[src/rtl/chunked_seq_adder_if.sv]
// rtl/chunked_seq_adder_if.sv - operand/result handshake bundle for the chunked sequential adder
interface chunked_seq_adder_if #(
    parameter int WIDTH = 16
);
    logic             i_valid;
    logic             o_ready;
    logic [WIDTH-1:0] i_add1;
    logic [WIDTH-1:0] i_add2;
    logic             i_sub;
    logic             i_carry;
    logic             o_valid;
    logic             i_ready;
    logic [WIDTH:0]   o_result;
    logic             o_overflow;

    modport master (
        output i_valid, i_add1, i_add2, i_sub, i_carry, i_ready,
        input  o_ready, o_valid, o_result, o_overflow
    );

    modport slave (
        input  i_valid, i_add1, i_add2, i_sub, i_carry, i_ready,
        output o_ready, o_valid, o_result, o_overflow
    );
endinterface

[src/rtl/chunked_seq_adder.sv]
// rtl/chunked_seq_adder.sv - multi-cycle add/sub that resolves CHUNK bits of the carry chain per clock
module chunked_seq_adder #(
    parameter int WIDTH = 16,
    parameter int CHUNK = 4
) (
    input  logic               i_clk,
    input  logic               i_rst,
    chunked_seq_adder_if.slave bus
);
    localparam int NCHUNK = WIDTH / CHUNK;
    localparam int CW     = (NCHUNK > 1) ? $clog2(NCHUNK) : 1;
    localparam logic [CW-1:0] LAST = CW'(NCHUNK - 1);

    localparam logic [1:0] S_IDLE = 2'd0;
    localparam logic [1:0] S_RUN  = 2'd1;
    localparam logic [1:0] S_DONE = 2'd2;

    logic [1:0]       state;
    logic [CW-1:0]    cnt;
    logic [WIDTH-1:0] a_reg;
    logic [WIDTH-1:0] b_reg;
    logic [WIDTH-1:0] sum_reg;
    logic             carry;
    logic [WIDTH:0]   result;
    logic             overflow;

    logic [CHUNK:0]         chunk_sum;
    logic [WIDTH+CHUNK-1:0] sum_cat;
    logic [WIDTH-1:0]       sum_next;
    logic                   msb_carry;

    // Operands shift down so the active chunk always sits in the low bits;
    // the sum fills in from the top so it is aligned after the last chunk.
    always_comb begin
        chunk_sum = {1'b0, a_reg[CHUNK-1:0]} + {1'b0, b_reg[CHUNK-1:0]}
                  + {{CHUNK{1'b0}}, carry};
        sum_cat   = {chunk_sum[CHUNK-1:0], sum_reg};
        sum_next  = WIDTH'(sum_cat >> CHUNK);
        msb_carry = a_reg[CHUNK-1] ^ b_reg[CHUNK-1] ^ chunk_sum[CHUNK-1];
    end

    always_ff @(posedge i_clk) begin
        if (i_rst) begin
            state    <= S_IDLE;
            cnt      <= '0;
            a_reg    <= '0;
            b_reg    <= '0;
            sum_reg  <= '0;
            carry    <= 1'b0;
            result   <= '0;
            overflow <= 1'b0;
        end else begin
            case (state)
                S_IDLE: begin
                    if (bus.i_valid) begin
                        a_reg <= bus.i_add1;
                        b_reg <= bus.i_sub ? ~bus.i_add2 : bus.i_add2;
                        carry <= bus.i_sub | bus.i_carry;
                        cnt   <= '0;
                        state <= S_RUN;
                    end
                end
                S_RUN: begin
                    a_reg   <= a_reg >> CHUNK;
                    b_reg   <= b_reg >> CHUNK;
                    sum_reg <= sum_next;
                    carry   <= chunk_sum[CHUNK];
                    if (cnt == LAST) begin
                        result   <= {chunk_sum[CHUNK], sum_next};
                        overflow <= msb_carry ^ chunk_sum[CHUNK];
                        state    <= S_DONE;
                    end else begin
                        cnt <= cnt + CW'(1);
                    end
                end
                S_DONE: begin
                    if (bus.i_ready) begin
                        state <= S_IDLE;
                    end
                end
                default: state <= S_IDLE;
            endcase
        end
    end

    assign bus.o_ready    = (state == S_IDLE) & ~i_rst;
    assign bus.o_valid    = (state == S_DONE);
    assign bus.o_result   = result;
    assign bus.o_overflow = overflow;
endmodule

[src/flat_wrapper.sv]
// flat-port wrapper written by rule: the top's interface ports become plain ports
module chunked_seq_adder_flat 
#(
    parameter int WIDTH = 16,
    parameter int CHUNK = 4
)
  (i_clk, i_rst, bus_i_valid, bus_i_add1, bus_i_add2, bus_i_sub, bus_i_carry, bus_i_ready, bus_o_ready, bus_o_valid, bus_o_result, bus_o_overflow);
  chunked_seq_adder_if #(.WIDTH(WIDTH)) bus_i ();
  input  logic i_clk;
  input  logic i_rst;
  input wire logic [$bits(bus_i.i_valid)-1:0] bus_i_valid;
  input wire logic [$bits(bus_i.i_add1)-1:0] bus_i_add1;
  input wire logic [$bits(bus_i.i_add2)-1:0] bus_i_add2;
  input wire logic [$bits(bus_i.i_sub)-1:0] bus_i_sub;
  input wire logic [$bits(bus_i.i_carry)-1:0] bus_i_carry;
  input wire logic [$bits(bus_i.i_ready)-1:0] bus_i_ready;
  output wire logic [$bits(bus_i.o_ready)-1:0] bus_o_ready;
  output wire logic [$bits(bus_i.o_valid)-1:0] bus_o_valid;
  output wire logic [$bits(bus_i.o_result)-1:0] bus_o_result;
  output wire logic [$bits(bus_i.o_overflow)-1:0] bus_o_overflow;
  assign bus_i.i_valid = bus_i_valid;
  assign bus_i.i_add1 = bus_i_add1;
  assign bus_i.i_add2 = bus_i_add2;
  assign bus_i.i_sub = bus_i_sub;
  assign bus_i.i_carry = bus_i_carry;
  assign bus_i.i_ready = bus_i_ready;
  assign bus_o_ready = bus_i.o_ready;
  assign bus_o_valid = bus_i.o_valid;
  assign bus_o_result = bus_i.o_result;
  assign bus_o_overflow = bus_i.o_overflow;
  chunked_seq_adder #(.WIDTH(WIDTH), .CHUNK(CHUNK)) u_core (.i_clk(i_clk), .i_rst(i_rst), .bus(bus_i));
endmodule
[config.mk]
export PLATFORM = sky130hd
export DESIGN_NAME = chunked_seq_adder_flat
export DESIGN_NICKNAME = d
export VERILOG_FILES = /design/src/rtl/chunked_seq_adder_if.sv /design/src/rtl/chunked_seq_adder.sv /design/src/flat_wrapper.sv
export SDC_FILE = /design/constraint.sdc
export NUM_CORES = 1
export LEC_CHECK = 0
export CELL_PAD_IN_SITES_DETAIL_PLACEMENT = 1
export CELL_PAD_IN_SITES_GLOBAL_PLACEMENT = 2
export CORE_ASPECT_RATIO = 1.25
export CORE_MARGIN = 5
export CORE_UTILIZATION = 32
export CTS_CLUSTER_SIZE = 24
export DETAILED_ROUTE_END_ITERATION = 7
export PLACE_DENSITY_LB_ADDON = 0.1
export SYNTH_ARGS = -nofsm -noshare
export SYNTH_HDL_FRONTEND = slang
export SYNTH_SLANG_ARGS = --single-unit
[constraint.sdc]
create_clock -name i_clk -period 4 [get_ports i_clk]
set_input_delay 0.4 -clock i_clk [delete_from_list [all_inputs] [get_ports i_clk]]
set_output_delay 0.4 -clock i_clk [all_outputs]
set_load 0.01 [all_outputs]
=== Yosys cells after proc, flatten, opt, wreduce, memory -nomap -nowiden ===
Index checks and enable logic that the tools add are counted.

* Bits in registers: 71
* Input bits: 38
* Output and inout port bits: 20

* Multiplexer cells: 14
* Bitwise gates (word level): 7
* $add $sub $neg: 3
* Equality and inequality tests: 7
* Reduce and logical (&&, ||, !) cells: 6

{| class="wikitable"
|+ Operator list
! cell !! count
|-
| one-hot mux 16 bit (2 select lines) || 2
|-
| two-way mux 16 bit || 3
|-
| NOT 16 bit || 1
|-
| two-way mux 2 bit || 5
|-
| != test 2 bit (second input constant) || 3
|-
| one-hot mux 2 bit (3 select lines) || 1
|-
| AND reduction 3 bit || 2
|-
| adder 4 x 4 -> 5 bit || 1
|-
| adder 5 x 1 -> 5 bit || 1
|-
| equality test 2 bit (second input constant) || 2
|-
| one-hot mux 2 bit (2 select lines) || 1
|-
| AND reduction 2 bit || 2
|-
| bitwise XOR 1 bit || 3
|-
| adder 2 x 1 -> 2 bit (second input constant) || 1
|-
| equality test 2 x 1 -> 1 bit (second input constant) || 1
|-
| logical NOT 2 bit || 1
|-
| != test 2 x 1 -> 1 bit (second input constant) || 1
|-
| one-hot mux 1 bit (2 select lines) || 1
|-
| nonzero test 2 bit || 1
|-
| bitwise AND 1 bit || 1
|-
| two-way mux 1 bit || 1
|-
| NOT 1 bit || 1
|-
| bitwise OR 1 bit || 1
|}

=== Longest topological paths before layout ===
Gate-level depths: netlist of run 1.

* Word-level depth: 4
* Gate-level depth with buffers: 7
* Mapped depth without buffers: 7

=== Least setup slack after synthesis of run 1 ===
Ideal clock, no wire load.

* Path kind: reg-to-reg
* Start point: reg u_core.carry
* End point: reg u_core.overflow (netlist: u_core.bus.o_overflow)
* Required time: 3.914 ns
* Setup time: 0.086 ns
* Slack: 2.342 ns
* Cell stages (with the launch flop): 8
* Data arrival time: 1.573 ns
* Path buffers: 0
* Period minus slack after synthesis: 1.658 ns
* Cells stage by stage: dfxtp_1 > fa_1 > inv_1 > fa_1 > nand2b_1 > a21oi_1 > xnor2_1 > a211oi_1

* Cells in the longest elaborated chain, start to end: 3

{| class="wikitable"
|+ RTL lines
! what !! line !! source
|-
| from (decl) || chunked_seq_adder.sv:23 || <nowiki>logic carry;</nowiki>
|-
| from (signal assigned) || chunked_seq_adder.sv:58 || <nowiki>carry <= bus.i_sub | bus.i_carry;</nowiki>
|-
| from (signal assigned) || chunked_seq_adder.sv:67 || <nowiki>carry <= chunk_sum[CHUNK];</nowiki>
|-
| adder 5 x 1 -> 5 bit (*) || chunked_seq_adder.sv:36 || <nowiki>+ {{CHUNK{1'b0}}, carry};</nowiki>
|-
| bitwise XOR 1 bit || chunked_seq_adder.sv:39 || <nowiki>msb_carry = a_reg[CHUNK-1] ^ b_reg[CHUNK-1] ^ chunk_sum[CHUNK-1];</nowiki>
|-
| bitwise XOR 1 bit (*) || chunked_seq_adder.sv:70 || <nowiki>overflow <= msb_carry ^ chunk_sum[CHUNK];</nowiki>
|-
| to (signal assigned) || chunked_seq_adder.sv:70 ||
|-
| to (decl) || chunked_seq_adder.sv:25 || <nowiki>logic overflow;</nowiki>
|}

Mark *: on every way between the ends. The rest lies on a longest branch, timed or not.
A chain may end at the register's enable or synchronous reset.

=== Final worst setup path of run 1 ===
* Start point: reg u_core.state[1]
* End point: out bus_o_valid

* Cells in the longest elaborated chain, start to end: 1

{| class="wikitable"
|+ RTL lines
! what !! line !! source
|-
| from (decl) || chunked_seq_adder.sv:18 || <nowiki>logic [1:0] state;</nowiki>
|-
| from (signal assigned) || chunked_seq_adder.sv:44 || <nowiki>state <= S_IDLE;</nowiki>
|-
| from (signal assigned) || chunked_seq_adder.sv:60 || <nowiki>state <= S_RUN;</nowiki>
|-
| from (signal assigned) || chunked_seq_adder.sv:71 || <nowiki>state <= S_DONE;</nowiki>
|-
| equality test 2 bit || chunked_seq_adder.sv:87 || <nowiki>assign bus.o_valid = (state == S_DONE);</nowiki>
|-
| to (decl) || flat_wrapper.sv:18 || <nowiki>output wire logic [$bits(bus_i.o_valid)-1:0] bus_o_valid;</nowiki>
|}

Every way passes these cells.

==> impl_metrics.tcl, run 1 <==
set metrics [dict create \
    synthesis.nets 407 \
    grt_pass1_wl_microns 12970 \
    wire_per_inst_microns 14.08 \
    path_class "flop to output port" \
    cts-root-buf "clkbuf_16" \
    ys_warn_count 0 \
    endpoint_kind "output port" \
    setup_viol 0 \
    dpl.cell_count 517 \
    wl_met2_microns 3681 \
    grt_usage_pct 13.80 \
    hpwl_microns 4904 \
    power_frac_seq_pct 42.4 \
    ys_types 34 \
    fmax_mhz 414.6 \
    clkPwrFrac_pct 46.2 \
    wl_met1_microns 3388 \
    hold_violations 0 \
    pre_cts_ws_ps 1685 \
    tightestPinTransition_ps 936.7 \
    clkLatencyLatePin_ps 330 \
    cp.required_ps 3600 \
    final_cells 531 \
    overflow 0 \
    fin_crit_sh_pct 60.30 \
    post_dp_cell_area_sq_um 3568 \
    synthCells 363 \
    final_common_cell "nand2_1" \
    synth_area_sq_um 3017 \
    coreArea_sq_um 9174 \
    final_util_pct 42.18 \
    gp_congestion 0.7287 \
    worstReg2RegStart "u_core.state[0]" \
    syn_avg_cell_area_sq_um 8.310 \
    wl_met3_microns 275 \
    dr_total_vias 2579 \
    swShare_pct 23.21 \
    critPathArrivalTime_ps 2010 \
    hold_end "u_core.bus.o_result[11]" \
    status "finished clean" \
    ioPinCount 58 \
    maxSlewViolCount 0 \
    hold_path_class "flop to flop" \
    clock_path_buffers 2 \
    crit_fanout 23 \
    ctsHoldBuffers 0 \
    grt_max_degree 68 \
    nets 449 \
    comb_power_share_pct 11.4 \
    whs_ps 449.3 \
    antenna_left 0 \
    worst_slew_margin_rel_pct 37.36 \
    cts_htree_levels 3 \
    fin_worst_skew_ps 8.462 \
    largest_reg_flops 17 \
    port_buffers 57 \
    vdd.ir_drop.worst_uv 188.4 \
    r2r-end "u_core.bus.o_result[16]" \
    most-common-layout-cells "86 x nand2_1, 67 x dfxtp_1, 56 x clkdlybuf4s50_1" \
    design_area_sq_um 3870 \
    vias_per_cell 4.857 \
    ff2ff_setup_slack_ps 1700 \
    post_cts_buffers 0 \
    syn2layout_area_growth_pct 28.29 \
    min_delay_path_depth 2 \
    synth.ff_latch_count 67 \
    start_kind "flop" \
    power.density_nw_per_um2 445.0 \
    rsz0062_at_grt "no" \
    tns_ps 0 \
    crit_start "u_core.state[1]" \
    hold_start "u_core.bus.o_result[11]" \
    drt-initial-drc-count 77 \
    p_total_mw 1.722 \
    drt_first_pass_iters 4 \
    clkSinkCount 67 \
    register_area_sq_um 1341 \
    p_int_mw 1.322 \
    routed_wl_microns 7476 \
    grt_pass1_vias 2683 \
    synthArstFlopShare_pct 0 \
    fp.dieW_microns 96.84 \
    dieArea_sq_um 11480 \
    nFillCells 1110 \
    start_util_pct 32.88 \
    synth-edff-count 0 \
    rows 39 \
    drc 0 \
    ys_seq_area_share_pct 44.46 \
    synth_flop_cell "dfxtp_1" \
    drive_gt1_share_pct 5.882 \
    p_leak_nw 1.410 \
    max-cap-violations 0 \
    setup_slack_ps 1588 \
    diodes 0 \
    clkTransAtPathRegs_ps 50 \
    switchingPower_mw 0.3996 \
    cts_tree "yes" \
    rr_worst_depth 4 \
    multi_input_area_sq_um 1474 \
    die_height_microns 118.6 \
    dr.max_layer_used "met4" \
    cts_resized 0 \
    antenna_found_initial 0 \
    cts-buffers-inserted 9 \
    fin_crit_ps 2412 \
]
cell usage after synthesis, types with 2 or more instances:
cell type	n	area, sq um
nor2b_1	13	81.33
inv_1	5	18.77
o21ai_0	14	70.07
xnor2_1	6	52.55
nor2_1	31	116.4
buf_2	8	40.04
ha_1	4	50.05
nor2_4	2	22.52
nor3_1	8	40.04
nand3_1	2	10.01
a211oi_1	3	22.52
buf_6	4	45.04
a22oi_1	17	127.6
a21oi_1	36	180.2
xor2_1	12	105.1
dfxtp_1	67	1341
nand2_1	86	322.8
a311oi_1	12	105.1
clkbuf_1	6	22.52
fa_1	2	40.04
buf_4	10	75.07
nand2b_1	3	18.77
critical path, stage by stage (launching register included):
cell and delay (ps):
dfxtp_1 870, nor2b_1 250, clkdlybuf4s50_1 560
worst max-delay path by stage:
stage	end	cells past startpoint
after floorplan	u_core.bus.o_overflow	7
after global placement	u_core.bus.o_result[16]	4
after detailed placement	u_core.bus.o_result[16]	4
after CTS	bus_o_valid	2
after global routing	bus_o_valid	2
final	bus_o_valid	2
cells by family (layout without fill, tap and decap cells):
group           count (synthesis)  in the layout  share of synthesized area [%]
xor+xnor                       18             18                          5.226
flops                          67             67                          44.46
buf+inv                        33             78                          6.678
compound gates                 87             87                          18.42
simple gates                  152            152                          22.23
fa+ha+maj                       6              6                          2.986
layer usage:
layer	GRT usage, %	vias up
met4	6.321	0
met1	16.88	1217
met2	22.97	46
met3	3.241	10
met5	0	-
li1	-	1306
final cells by class:
type	count	area share (%)
Multi-Input combinational cell	263	38.09
Sequential cell	67	34.66
Timing Repair Buffer	59	15.00
Clock buffer	12	6.887
Tap cell	123	3.977
Clock inverter	2	0.9053
Inverter	5	0.4850
power by group through the flow:
| stage | logic, mW | registers, mW | clock network (mW) |
|---|---|---|---|
| after detailed placement | 0.201 | 0.745 | 0 |
| after floorplan | 0.147 | 0.732 | 0 |
| final | 0.197 | 0.730 | 0.795 |
| after global routing | 0.223 | 0.735 | 0.845 |
| after CTS | 0.202 | 0.730 | 0.820 |
| after global placement | 0.197 | 0.744 | 0 |
(Power assumes the default switching activity.)
==> inputs of run 2 (changes only) <==
--- a/config.mk
+++ b/config.mk
@@ -9,7 +9,7 @@
 export CELL_PAD_IN_SITES_GLOBAL_PLACEMENT = 2
 export CORE_ASPECT_RATIO = 1.25
 export CORE_MARGIN = 5
-export CORE_UTILIZATION = 32
+export CORE_UTILIZATION = 30
 export CTS_CLUSTER_SIZE = 24
 export DETAILED_ROUTE_END_ITERATION = 7
 export PLACE_DENSITY_LB_ADDON = 0.1
==> constraint.sdc (replaced) <==
create_clock -name i_clk -period 2.3 [get_ports i_clk]
set_input_delay 0.23 -clock i_clk [delete_from_list [all_inputs] [get_ports i_clk]]
set_output_delay 0.23 -clock i_clk [all_outputs]
set_load 0.01 [all_outputs]
==> run 2 against run 1 <==
Combinational power up 85%; die area up 6.0%; non-clock buffer count up 5; flip-flop and latch count unchanged; via count down 1.3%; critical path depth up 1; cell area up 0.78%; first-iteration DRC count down 6.5%; global-route usage down 0.46 points; final cell count up 2.4%; count of clock-buffer cells in the layout up 2; setup slack worse by 1300 ps; critical endpoint unchanged; largest cell class unchanged; largest power group unchanged; highest routed layer unchanged.
==> impl_metrics.tcl, run 2 (synthesis results as in run 1) <==
set metrics [dict create \
    fin_crit_sh_pct 87.25 \
    drt-initial-drc-count 72 \
    final_cells 544 \
    start_kind "flop" \
    post_cts_buffers 0 \
    wire_per_inst_microns 13.95 \
    clkLatencyLatePin_ps 330 \
    rows 41 \
    routed_wl_microns 7590 \
    grt_util_met3_pct 3.608 \
    hold_path_class "flop to flop" \
    drt_first_pass_iters 4 \
    nFillCells 1215 \
    diodes 0 \
    grt_pass1_vias 2733 \
    critPathArrivalTime_ps 1780 \
    drive_gt1_share_pct 6.747 \
    dieArea_sq_um 12170 \
    grt_pass1_wl_microns 12890 \
    coreArea_sq_um 9952 \
    hold_start "u_core.sum_reg[7]" \
    fp.dieW_microns 99.69 \
    dpl.cell_count 528 \
    cp.required_ps 2070 \
    worstReg2RegStart "u_core.b_reg[0]" \
    post_dp_cell_area_sq_um 3626 \
    grt_max_degree 68 \
    die_height_microns 122.1 \
    path_class "flop to output port" \
    largest_reg_flops 17 \
    pre_cts_ws_ps 379.6 \
    vias_per_cell 4.680 \
    ctsHoldBuffers 0 \
    hold_end "u_core.bus.o_result[3]" \
    cts-root-buf "clkbuf_16" \
    gp_congestion 0.7833 \
    fin_crit_ps 2007 \
    fin_worst_skew_ps 5.924 \
    r2r-end "u_core.bus.o_overflow" \
    status "finished clean" \
    maxSlewViolCount 0 \
    clock_path_buffers 2 \
    overflow 0 \
    most-common-layout-cells "86 x nand2_1, 67 x dfxtp_1, 56 x clkdlybuf4s50_1" \
    p_leak_nw 1.425 \
    min_delay_path_depth 2 \
    clkSinkCount 67 \
    syn2layout_area_growth_pct 29.28 \
    nets 454 \
    use_met1_pct 15.51 \
    ff2ff_setup_slack_ps 390 \
    gr-usage-met2_pct 23.08 \
    rsz0062_at_grt "no" \
    endpoint_kind "output port" \
    hpwl_microns 5189 \
    antenna_left 0 \
    fmax_mhz 498.3 \
    drc 0 \
    cts_htree_levels 3 \
    dr_total_vias 2546 \
    clkTransAtPathRegs_ps 50 \
    hold_violations 0 \
    ioPinCount 58 \
    cts_tree "yes" \
    tns_ps 0 \
    antenna_found_initial 0 \
    setup_viol 0 \
    cts_resized 0 \
    setup_slack_ps 293.2 \
    register_area_sq_um 1341 \
    start_util_pct 30.31 \
    cts-buffers-inserted 9 \
    p_total_mw 2.900 \
    worst_slew_margin_rel_pct 51.20 \
    final_common_cell "nand2_1" \
    grt_usage_pct 13.35 \
    design_area_sq_um 3900 \
    multi_input_area_sq_um 1474 \
    power.density_nw_per_um2 743.5 \
    tightestPinTransition_ps 732.0 \
    max-cap-violations 0 \
    vdd.ir_drop.worst_uv 432.2 \
    busiest_layer "met2" \
    crit_fanout 13 \
    port_buffers 57 \
    rr_worst_depth 7 \
]
run 2: area by class of cell:
type,count,share of cell area [%]
multi-input cells,263,37.79
well taps,129,4.139
clock inverters,2,0.2567
repair buffers,64,16.17
clock buffers,14,6.769
inverters,5,0.4812
flip-flops and latches,67,34.39
run 2: layer usage:
layer / share of wire [%] / vias to the layer above
met5: 0 / -
met4: 2.2 / 0
met3: 3.8 / 12
met2: 49 / 51
met1: 45 / 1172
li1: - / 1311
run 2: worst max path at each step:
stage	start	to	slack (ps)	depth (start not counted)
2_1_floorplan	u_core.carry	u_core.bus.o_overflow	640	7
6_report	u_core.state[0]	bus_o_valid	290	3
3_5_place_dp	u_core.b_reg[0]	u_core.bus.o_overflow	380	7
4_1_cts	u_core.state[0]	bus_o_valid	250	3
3_3_place_gp	u_core.b_reg[0]	u_core.bus.o_overflow	450	7
5_1_grt	u_core.state[0]	bus_o_valid	190	3
run 2: power breakdown:
part | switching (mW) | internal [mW]
Sequential | 0.0414 | 1.22
Clock | 0.485 | 0.786
Combinational | 0.190 | 0.175
Total | 0.716 | 2.18
run 2: critical path: stages (launching register included):
cell,delay (ps)
dfxtp_1,600
buf_4,290
nor2b_1,80
clkdlybuf4s50_1,480
run 2: through the flow:
stage	hold slack [ps]	util [%]
3_3_place_gp	443.0	36.43
2_1_floorplan	378.3	-
5_1_grt	472.7	39.19
6_report	448.7	39.19
3_5_place_dp	447.0	36.43
4_1_cts	454.6	39.19
==> inputs of run 3 (changes only) <==
--- a/config.mk
+++ b/config.mk
@@ -13,6 +13,7 @@
 export CTS_CLUSTER_SIZE = 24
 export DETAILED_ROUTE_END_ITERATION = 7
 export PLACE_DENSITY_LB_ADDON = 0.1
+export RECOVER_POWER = 100
 export SYNTH_ARGS = -nofsm -noshare
 export SYNTH_HDL_FRONTEND = slang
 export SYNTH_SLANG_ARGS = --single-unit
==> run 3 against run 2 <==
Die area unchanged; utilization decreased by 0.26 points; sequential power about the same; global-route usage unchanged; combinational power decreased by 1%; maximum frequency increased by 0.90%; flip-flop and latch count unchanged; via count decreased by 0.43%; non-clock buffer count unchanged; sequential share of layout area increased by 0.23 points; total power decreased by 0.23%; critical path depth decreased by 1.
==> impl_metrics.tcl, run 3 (synthesis results as in run 1) <==
set metrics [dict create \
    status "finished clean" \
    fmax_mhz 502.8 \
    most-common-layout-cells "86 x nand2_1, 67 x dfxtp_1, 37 x clkdlybuf4s50_1" \
    endpoint_kind "output port" \
    grt_pass1_vias 2733 \
    vdd.ir_drop.worst_uv 431.2 \
    fp.dieW_microns 99.69 \
    final_util_pct 38.92 \
    start_util_pct 30.31 \
    max-cap-violations 0 \
    antenna_found_initial 0 \
    nets 454 \
    ioPinCount 58 \
    syn2layout_area_growth_pct 28.41 \
    max_stage_delay_ps 650 \
    clkLatencyLatePin_ps 330 \
    register_area_sq_um 1341 \
    diodes 0 \
    whs_ps 448.4 \
    drt_first_pass_iters 4 \
    hold_violations 0 \
    cp.required_ps 2070 \
    drc 0 \
    port_buffers 57 \
    coreArea_sq_um 9952 \
    crit_chain "nor3_1, dlygate4sd3_1" \
    rows 41 \
    fin_crit_sh_pct 86.47 \
    path_class "flop to output port" \
    cts_resized 0 \
    cts_htree_levels 3 \
    grt_pass1_wl_microns 12890 \
    post_dp_cell_area_sq_um 3626 \
    multi_input_area_sq_um 1450 \
    fin_crit_ps 1989 \
    routed_wl_microns 7573 \
    ctsHoldBuffers 0 \
    setup_viol 0 \
    worst_slew_margin_rel_pct 37.49 \
    power.density_nw_per_um2 746.8 \
    vias_per_cell 4.660 \
    design_area_sq_um 3874 \
    gp_congestion 0.7833 \
    cts_tree "yes" \
    hold_path_class "flop to flop" \
    cts-root-buf "clkbuf_16" \
    wire_per_inst_microns 13.92 \
    crit_fanout 12 \
    nFillCells 1216 \
    critPathArrivalTime_ps 1760 \
    hpwl_microns 5189 \
    largest_reg_flops 17 \
    cts-buffers-inserted 9 \
    drive_gt1_share_pct 6.506 \
    start_kind "flop" \
    fin_worst_skew_ps 5.957 \
    clkSinkCount 67 \
    antenna_left 0 \
    clock_path_buffers 2 \
    clkTransAtPathRegs_ps 50 \
    die_height_microns 122.1 \
    dr_total_vias 2535 \
    drt-initial-drc-count 68 \
    tns_ps 0 \
    rsz0062_at_grt "no" \
    maxSlewViolCount 0 \
    grt_usage_pct 13.35 \
    tightestPinTransition_ps 936.6 \
    post_cts_buffers 0 \
    p_leak_nw 1.477 \
    p_total_mw 2.893 \
    slowest_stage "dlygate4sd3_1" \
    grt_max_degree 68 \
    dieArea_sq_um 12170 \
    overflow 0 \
    final_common_cell "nand2_1" \
]
[run 3: through the flow]
step	cells	worst slack [ps]
2_1_floorplan	363	641.9
3_3_place_gp	528	450.9
3_5_place_dp	528	379.6
4_1_cts	544	253.7
5_1_grt	544	154.6
6_report	544	311.2
[run 3: report_power, final]
part	leakage [nW]	total [mW]	internal (mW)	switching, mW
Clock	0.137	1.27	0.786	0.484
Combinational	0.793	0.360	0.173	0.188
Sequential	0.547	1.26	1.22	0.0408
[run 3: layout make-up]
class	count	area share (%)
clock buffer	14	6.815
timing repair buffer	64	16.21
inverter	5	0.4845
clock inverter	2	0.2584
multi-input combinational	263	37.44
sequential	67	34.63
tap	129	4.167
[run 3: path summary, 6_finish.rpt]
kind	startpoint	endpoint	slack, ps	depth (start not counted)
hold reg to reg	u_core.bus.o_result[6]	u_core.bus.o_result[6]	450	2
hold / removal	u_core.bus.o_result[6]	u_core.bus.o_result[6]	450	2
setup / recovery	u_core.state[1]	bus_o_ready	310	2
setup reg to reg	u_core.state[0]	u_core.bus.o_result[16]	370	4
[run 3: critical path, delay by kind of cell, from the launching register on]
| family | cells | cell delay, ps |
|---|---|---|
| buffers and inverters | 1 | 650 |
| DFF | 1 | 440 |
| and+or+nand+nor | 1 | 330 |
[run 3: routing by layer]
metal	wire, microns	global-route usage (%)
met3	297	3.608
met5	0	0
met1	3357	15.51
met2	3754	23.08
met4	164	5.380
